**src/rtl/floor_request_scheduler.sv**
```systemverilog
// ============================================================================
// Module   : floor_request_scheduler
// Purpose  : Pending-floor bitmap with LOOK-policy direction recommendation.
// Revision : 1.0 - initial release
// ============================================================================
`default_nettype none

module floor_request_scheduler #(
    parameter int NUM_FLOORS = 7,
    parameter int FLOOR_W    = 3,
    parameter int CNT_W      = 3
) (
    input  logic                  clk,
    input  logic                  reset,
    input  logic                  req_valid,
    input  logic [FLOOR_W-1:0]    req_floor,
    input  logic [FLOOR_W-1:0]    current_floor,
    input  logic                  current_up_ndown,
    input  logic                  deassert_floor,
    output logic [NUM_FLOORS-1:0] queue_status,
    output logic                  queue_empty,
    output logic                  next_up_ndown,
    output logic [CNT_W-1:0]      pending_count,
    output logic                  req_error,
    output logic                  door_open
);

    typedef enum logic [1:0] {
        ST_IDLE = 2'd0,
        ST_UP   = 2'd1,
        ST_DOWN = 2'd2
    } state_e;

    localparam logic [FLOOR_W:0] C_NUM_FLOORS = (FLOOR_W+1)'(NUM_FLOORS);

    logic [NUM_FLOORS-1:0] pend_q, pend_d;
    state_e                state_q, state_d;
    logic                  dir_q, dir_d;
    logic                  req_error_q, req_error_d;
    logic                  door_open_q, door_open_d;
    logic                  deassert_q, deassert_d;

    logic [FLOOR_W:0]      w_cf_ext;
    logic [FLOOR_W:0]      w_rf_ext;
    logic                  w_cf_valid;
    logic                  w_rf_valid;
    logic                  w_above;
    logic                  w_below;
    logic [FLOOR_W:0]      w_dist_up;
    logic [FLOOR_W:0]      w_dist_dn;
    logic [CNT_W-1:0]      w_count;
    logic                  w_rise;
    logic                  w_at_idle_floor;

    // An out-of-range car position is above every floor, so all pending bits land in "below".
    always_comb begin
        w_cf_ext   = {1'b0, current_floor};
        w_rf_ext   = {1'b0, req_floor};
        w_cf_valid = (w_cf_ext < C_NUM_FLOORS);
        w_rf_valid = (w_rf_ext < C_NUM_FLOORS);
        w_above    = 1'b0;
        w_below    = 1'b0;
        w_dist_up  = '1;
        w_dist_dn  = '1;
        w_count    = '0;
        for (int i = 0; i < NUM_FLOORS; i++) begin
            w_count = w_count + CNT_W'(pend_q[i]);
            if (pend_q[i]) begin
                if ((FLOOR_W+1)'(i) > w_cf_ext) begin
                    w_above = 1'b1;
                    if (((FLOOR_W+1)'(i) - w_cf_ext) < w_dist_up)
                        w_dist_up = (FLOOR_W+1)'(i) - w_cf_ext;
                end else if ((FLOOR_W+1)'(i) < w_cf_ext) begin
                    w_below = 1'b1;
                    if ((w_cf_ext - (FLOOR_W+1)'(i)) < w_dist_dn)
                        w_dist_dn = w_cf_ext - (FLOOR_W+1)'(i);
                end
            end
        end
    end

    always_comb begin
        w_rise          = deassert_floor & ~deassert_q;
        w_at_idle_floor = (req_floor == current_floor) && (pend_q == '0) && (state_q == ST_IDLE);
        req_error_d     = req_valid & ~w_rf_valid;
        door_open_d     = req_valid & w_rf_valid & w_at_idle_floor;
        deassert_d      = deassert_floor;
        pend_d          = pend_q;
        // Clear first so a same-cycle re-request of the floor being served survives.
        for (int i = 0; i < NUM_FLOORS; i++) begin
            if (w_rise && w_cf_valid && (w_cf_ext == (FLOOR_W+1)'(i)))
                pend_d[i] = 1'b0;
            if (req_valid && w_rf_valid && !w_at_idle_floor && (w_rf_ext == (FLOOR_W+1)'(i)))
                pend_d[i] = 1'b1;
        end
    end

    always_comb begin
        state_d = state_q;
        dir_d   = dir_q;
        case (state_q)
            ST_UP: begin
                dir_d = 1'b1;
                if (w_above)      state_d = ST_UP;
                else if (w_below) state_d = ST_DOWN;
                else              state_d = ST_IDLE;
            end
            ST_DOWN: begin
                dir_d = 1'b0;
                if (w_below)      state_d = ST_DOWN;
                else if (w_above) state_d = ST_UP;
                else              state_d = ST_IDLE;
            end
            default: begin
                if (w_above && w_below) begin
                    if (w_dist_up < w_dist_dn)      state_d = ST_UP;
                    else if (w_dist_dn < w_dist_up) state_d = ST_DOWN;
                    else                            state_d = current_up_ndown ? ST_UP : ST_DOWN;
                end else if (w_above) begin
                    state_d = ST_UP;
                end else if (w_below) begin
                    state_d = ST_DOWN;
                end else begin
                    state_d = ST_IDLE;
                end
            end
        endcase
    end

    always_ff @(posedge clk) begin
        if (reset) begin
            pend_q      <= '0;
            state_q     <= ST_IDLE;
            dir_q       <= 1'b0;
            req_error_q <= 1'b0;
            door_open_q <= 1'b0;
            deassert_q  <= 1'b0;
        end else begin
            pend_q      <= pend_d;
            state_q     <= state_d;
            dir_q       <= dir_d;
            req_error_q <= req_error_d;
            door_open_q <= door_open_d;
            deassert_q  <= deassert_d;
        end
    end

    assign queue_status  = pend_q;
    assign queue_empty   = (pend_q == '0);
    assign pending_count = w_count;
    assign next_up_ndown = dir_q;
    assign req_error     = req_error_q;
    assign door_open     = door_open_q;

endmodule

`default_nettype wire

```
**config.mk**
```make
export PLATFORM = sky130hd
export DESIGN_NAME = floor_request_scheduler
export DESIGN_NICKNAME = d
export VERILOG_FILES = /design/src/rtl/floor_request_scheduler.sv
export SDC_FILE = /design/constraint.sdc
export NUM_CORES = 1
export LEC_CHECK = 0
export ABC_AREA = 1
export CAP_MARGIN = 20
export CORE_MARGIN = 2
export CORE_UTILIZATION = 25
export CTS_BUF_LIST = sky130_fd_sc_hd__clkbuf_4 sky130_fd_sc_hd__clkbuf_8
export DETAILED_ROUTE_END_ITERATION = 12
export GPL_TIMING_DRIVEN = 0
export SLEW_MARGIN = 30
export SYNTH_ARGS = -nofsm -noshare
export SYNTH_HDL_FRONTEND = slang
export SYNTH_SLANG_ARGS = --single-unit
```
**constraint.sdc**
```tcl
create_clock -name clk -period 10.9 [get_ports clk]
set_clock_uncertainty 0.15 [all_clocks]
set_input_delay 2.18 -clock clk [delete_from_list [all_inputs] [get_ports clk]]
set_output_delay 2.18 -clock clk [all_outputs]
set_load 0.02 [all_outputs]
```
==> summary.txt, run 1 <==
Power
  • Total power: a little over 200 uW
  • Max VDD drop: 0.04820 mV
  • Leak pwr: 1.775 nW
  • Power Dens Cells: ~60 nW/um^2

Setup path
  • Critical Path Most Common Cell: nand2_1
  • CP Launch Type: primary input
  • WS Path Type: primary input to flop
  • Worst setup EP type: flop
  • Crit path max-delay family: simple AND/OR/NAND/NOR gates
  • CP max stage delay: between 300 and 400 ps
  • WP data arrival: roughly 10000 ps
  • Crit-path max FO: 10
  • Critical Path RT: around 11000 ps
  • Buf/Inv on CP: 12
  • CP max stage cell: a211oi_4

Die
  • Die height: ~110 microns
  • Io pins: 25
  • Die area: around 12000 sq um
  • Core Box Area: around 11000 sq um
  • Initial core utilization: roughly 26%
  • Die X: between 100 and 150 microns
  • # rows: 38

Layout
  • Nets@finish: approximately 560
  • Finished Layout Cells: about 620
  • Fin util: 30.61%
  • Commonest non-fill, non-tap cell in the layout: nand2_1
  • Share of cells above drive strength 1: 8.421%
  • Most frequent cells in the layout: nand2_1 (104), inv_1 (89), ha_1 (64), nor2_1 (29), o21ai_0 (29)
  • Area grow syn2layout: 18.10%
  • Antenna cells: 0

Yosys
  • Synth warn: 0
  • Yosys reg bits: 13
  • Synthesized Nets: between 500 and 600
  • Post-Synthesis Cells: 443
  • Synth Cell Area: 2834 sq um
  • Syn avg cell area: roughly 6.4 sq um
  • Yosys cell types: 40
  • Predominant post-synthesis flop cell: dfxtp_1
  • Asr flop ratio synth: 0%
  • Number of flops mapped to enable cells by yosys: 0
  • Seq/Total Area, Yosys: a little under a tenth

Clocking
  • H-tree depth: 1
  • Clk slew on worst S/H paths: 50 ps
  • CTS buffer count: 3
  • Clock latency on the worst-skew pair: roughly 250 ps
  • Root buf cell: clkbuf_8
  • Clock sink count: 13
  • CTS Hold Buffers Added: 0
  • CTS tree: done
  • CTS max path bufs: 2

STA
  • RSZ-0062 raised after global routing: no
  • Final Slew Violations: 0
  • WHS: roughly 320 ps
  • Slew at the pin closest to its max-slew limit: slightly below 800 ps
  • Min cycle time layout: between 9000 and 10000 ps
  • Max Fclk: approximately 0.10 GHz
  • Hold Vio Cnt, Final: 0
  • Max-Slew Margin vs Limit: ~48%
  • Period utilization: about 92%
  • Finish-stage setup viols: 0

Detailed routing
  • Antenna-violating nets left: 0
  • Via Count: roughly 2800
  • First-pass detailed-route iteration total: 4
  • Wirelength, routed: about 7600 microns
  • Routed len/inst: 12.43 microns
  • Residual DRC: 0
  • DR vias/cell: roughly 4.6
  • Number of DRC markers in iteration 0: between 100 and 150

GRT
  • Congestion Overflow GR: 0
  • Total track usage: 12.87%
  • First-pass GRT wire length: about 13000 microns
  • Vias in the first global route: roughly 2900
  • Largest net degree at the start of global routing: 14
  • Initial antenna violation count: 0

Place
  • RD Place Congestion: around 0.84
  • Placed insts: 607
  • DPL Wire Length: between 6000 and 7000 microns
  • PortBufs: 24

Worst hold path
  • Worst hold path class: flop to flop

Run
  • Max-capacitance violation count: 0

Run status
  • Status: completed
cell usage after synthesis, drive strengths merged, types with 4 or more instances:
| cell | count | area [sq um] |
|---|---|---|
| a211oi | 6 | 57.56 |
| a21oi | 27 | 135.1 |
| clkbuf | 4 | 35.04 |
| dfxtp | 13 | 260.3 |
| fa | 4 | 80.08 |
| ha | 64 | 800.8 |
| inv | 93 | 349.1 |
| nand2 | 115 | 469.2 |
| nand3 | 24 | 130.1 |
| nor2 | 32 | 130.1 |
| o211ai | 4 | 30.03 |
| o21ai | 33 | 168.9 |
power breakdown:
| part | leakage (nW) | internal (mW) | switching [mW] |
|---|---|---|---|
| Combinational | 1.64 | 0.0394 | 0.0631 |
| Sequential | 0.106 | 0.0497 | 0.00251 |
| Clock | 0.0262 | 0.0284 | 0.0180 |
worst register-to-register path, delay by kind of cell, from the launching register on:
kind / cells / cell delay, ps
AND/OR/NAND/NOR: 28 / 2300
AO/OA/AOI/OAI: 11 / 2020
adder cells (fa/ha/maj): 7 / 1780
buffers and inverters: 9 / 740
flip-flops: 1 / 450
state kept, by name, summed over array words and instances, names as in the netlist:
signal	flops
state_q	2
queue_status	7
door_open	1
req_error	1
deassert_q	1
next_up_ndown	1
cells by family after synthesis:
group | synth area share [%]
XOR/XNOR | 0.6182
AND/OR/NAND/NOR | 27.51
adder cells (fa/ha/maj) | 31.08
multiplexers | 0.3973
buffers and inverters | 13.95
AO/OA/AOI/OAI | 17.26
flip-flops | 9.183
metrics by stage:
stage               TNS [ps]  area [sq um]  setup slack (ps)
global route               0          3347             13.20
detailed placement     -1163          3249            -632.1
global placement      -694.8          3249            -402.3
CTS                        0          3316             16.82
finish                     0          3347             920.3
floorplan                  0          2834              1592
what timing repair did:
action | CTS | global route
buffers inserted | 1 | 3
resized for setup | 3 | 11
endpoints found under the setup margin | 2 | 2
routing by layer:
metal	wire [microns]	track usage, %
met1	3546	16.71
met2	3604	22.74
met3	409	1.262
met4	81	3.333
met5	0	0
final timing paths:
path	slack [ps]	end	startpoint	cells after the start
setup / recovery	920	state_q[1]	current_floor[2]	60
hold / removal	320	next_up_ndown	next_up_ndown	2
setup reg to reg	3400	state_q[1]	queue_status[0]	55
hold reg to reg	320	next_up_ndown	next_up_ndown	2
layout make-up:
| class | instances | area [sq um] |
|---|---|---|
| plain buffers | 5 | 50.05 |
| clock buffers | 4 | 48.80 |
| fillers | 1227 | 7589 |
| inverters | 93 | 356.6 |
| multi-input cells | 332 | 2193 |
| flip-flops and latches | 13 | 260.3 |
| well taps | 140 | 175.2 |
| repair buffers | 28 | 262.8 |
Note: power is estimated with default switching activity, not from simulation.
==> inputs of run 2 (changes only) <==
==> constraint.sdc (replaced) <==
create_clock -name clk -period 10.9 [get_ports clk]
set_clock_uncertainty 0.15 [all_clocks]
set_input_delay 3.27 -clock clk [delete_from_list [all_inputs] [get_ports clk]]
set_output_delay 3.27 -clock clk [all_outputs]
set_load 0.02 [all_outputs]
==> summary.txt, run 2 (synthesized netlist as in run 1, its figures left out) <==
Setup path
  • R2R depth: 56
  • Critical Path RT: 10870 ps
  • CP max stage delay: 320 ps
  • WS Path Type: primary input to flop
  • Critical Path Most Common Cell: nand2_1
  • Worst R2R Setup Slack: approximately 4000 ps
  • Crit-path max FO: 10
  • Worst setup EP type: flop
  • CP Launch Type: primary input
  • CP max stage cell: a211oi_4
  • WP data arrival: 10160 ps

STA
  • Setup TNS: 0 ps
  • Min cycle time layout: a little over 10000 ps
  • Hold Vio Cnt, Final: 0
  • Max-Slew Margin vs Limit: 46.85%
  • Slew at the pin closest to its max-slew limit: around 790 ps
  • Final Slew Violations: 0
  • Period utilization: 93.54%
  • Max Fclk: slightly below 0.1 GHz
  • RSZ-0062 raised after global routing: no
  • WHS: 316.3 ps
  • Finish-stage setup viols: 0

Worst hold path
  • Hold Path Depth: 2
  • Worst hold path class: flop to flop

Layout
  • Fillers: ~1200
  • Nets@finish: between 500 and 600
  • Area grow syn2layout: 22.91%
  • Commonest non-fill, non-tap cell in the layout: nand2_1
  • Max reg flops: 7
  • Antenna cells: 0
  • Final Cell Area: approximately 3500 sq um
  • Fin util: between 30% and 40%
  • Sequential Area: roughly 260 sq um
  • Area of the multi-input gates: between 2000 and 2500 sq um
  • Most frequent cells in the layout: nand2_1 (104), inv_1 (86), ha_1 (62), nor2_1 (28), a21oi_1 (26)
  • Share of cells above drive strength 1: 12.68%

Power
  • NetSw: 85.71 uW
  • Total power: just over 200 uW
  • Clock share of power: about 22%
  • Max VDD drop: approximately 0.048 mV
  • Sequential cell fraction of total power: 25.2%
  • Int Pwr: ~120 uW
  • Leak pwr: around 1.8 nW
  • Comb power frac: a little over half
  • Power Dens Cells: slightly below 60 nW/um^2
  • Switching share of power: approximately two fifths

Run
  • Max-capacitance violation count: 0

Run status
  • Status: completed

GRT
  • Vias in the first global route: around 2900
  • Largest net degree at the start of global routing: 14
  • GR peak layer: met2
  • Congestion Overflow GR: 0
  • M1 GR Usage: between 10% and 20%
  • M3 GR Usage: ~1.3%
  • Met2 GRT Util: 22.78%
  • First-pass GRT wire length: between 10000 and 15000 microns
  • Total track usage: around 13%
  • Initial antenna violation count: 0

Detailed routing
  • DR vias/cell: about 4.5
  • Number of DRC markers in iteration 0: between 150 and 200
  • Routed len/inst: roughly 12 microns
  • Via Count: approximately 2800
  • Wirelength, routed: just under 8000 microns
  • First-pass detailed-route iteration total: 7
  • Residual DRC: 0
  • Antenna-violating nets left: 0

Place
  • Placement Cell Area: ~3200 sq um
  • PortBufs: 24
  • RD Place Congestion: ~0.84
  • DPL Wire Length: approximately 6100 microns

Die
  • Die X: 110.5 microns
  • Die height: 110.5 microns
  • Initial core utilization: approximately a quarter
  • Io pins: 25
  • Core Box Area: 10940 sq um
  • # rows: 38
  • Die area: roughly 12000 sq um

Clocking
  • CTS tree: done
  • Clk slew on worst S/H paths: about 50 ps
  • CTS max path bufs: 2
  • Clock sink count: 13
  • Clock latency on the worst-skew pair: roughly 250 ps
  • CTS buffer count: 3
  • Root buf cell: clkbuf_8
  • H-tree depth: 1
==> run 2: per-layer routing <==
layer	up-vias	wire length [microns]	share of wire, %
met5	-	0	0
met4	0	80	1.0
met3	9	417	5.4
met2	59	3676	48
met1	1267	3539	46
li1	1489	-	-
==> run 2: stage by stage <==
| step | setup slack (ps) | instances |
|---|---|---|
| 3_3_place_gp | -1492 | 607 |
| 6_report | 704.6 | 621 |
| 5_1_grt | 10.19 | 621 |
| 3_5_place_dp | -1722 | 607 |
| 4_1_cts | 3.370 | 613 |
| 2_1_floorplan | 502.0 | 443 |
==> run 2: path summary, 6_finish.rpt <==
check | startpoint | endpoint
worst min register to register | next_up_ndown | next_up_ndown
worst max-delay path | current_floor[0] | state_q[1]
worst max register to register | queue_status[0] | state_q[1]
worst min-delay path | next_up_ndown | next_up_ndown
==> run 2: worst max-delay path, delay by kind of cell <==
kind / cells / cell delay, ps
buf+inv: 14 / 1080
compound gates: 11 / 1550
fa+ha+maj: 9 / 2280
simple gates: 26 / 1970
==> run 2: what timing repair did <==
item / 4_1_cts / 5_1_grt
gates resized for setup: 19 / 39
setup endpoints to repair: 2 / 2
setup buffers: 2 / 8
hold buffers: 0 / 0
pin swaps: 1 / 6
==> run 2: cell type report <==
cell class	instances	area share [%]
tap	140	5.029
buffer	5	1.940
multi-input combinational	332	64.62
timing repair buffer	34	9.231
clock buffer	4	1.401
sequential	13	7.471
inverter	93	10.31
==> run 2: power groups by stage <==
stage	registers, mW	clock network, mW	logic, mW
2_1_floorplan	0.0542	0	0.0678
3_3_place_gp	0.0531	0	0.0975
3_5_place_dp	0.0532	0	0.101
4_1_cts	0.0522	0.0471	0.103
5_1_grt	0.0525	0.0493	0.125
6_report	0.0522	0.0464	0.109
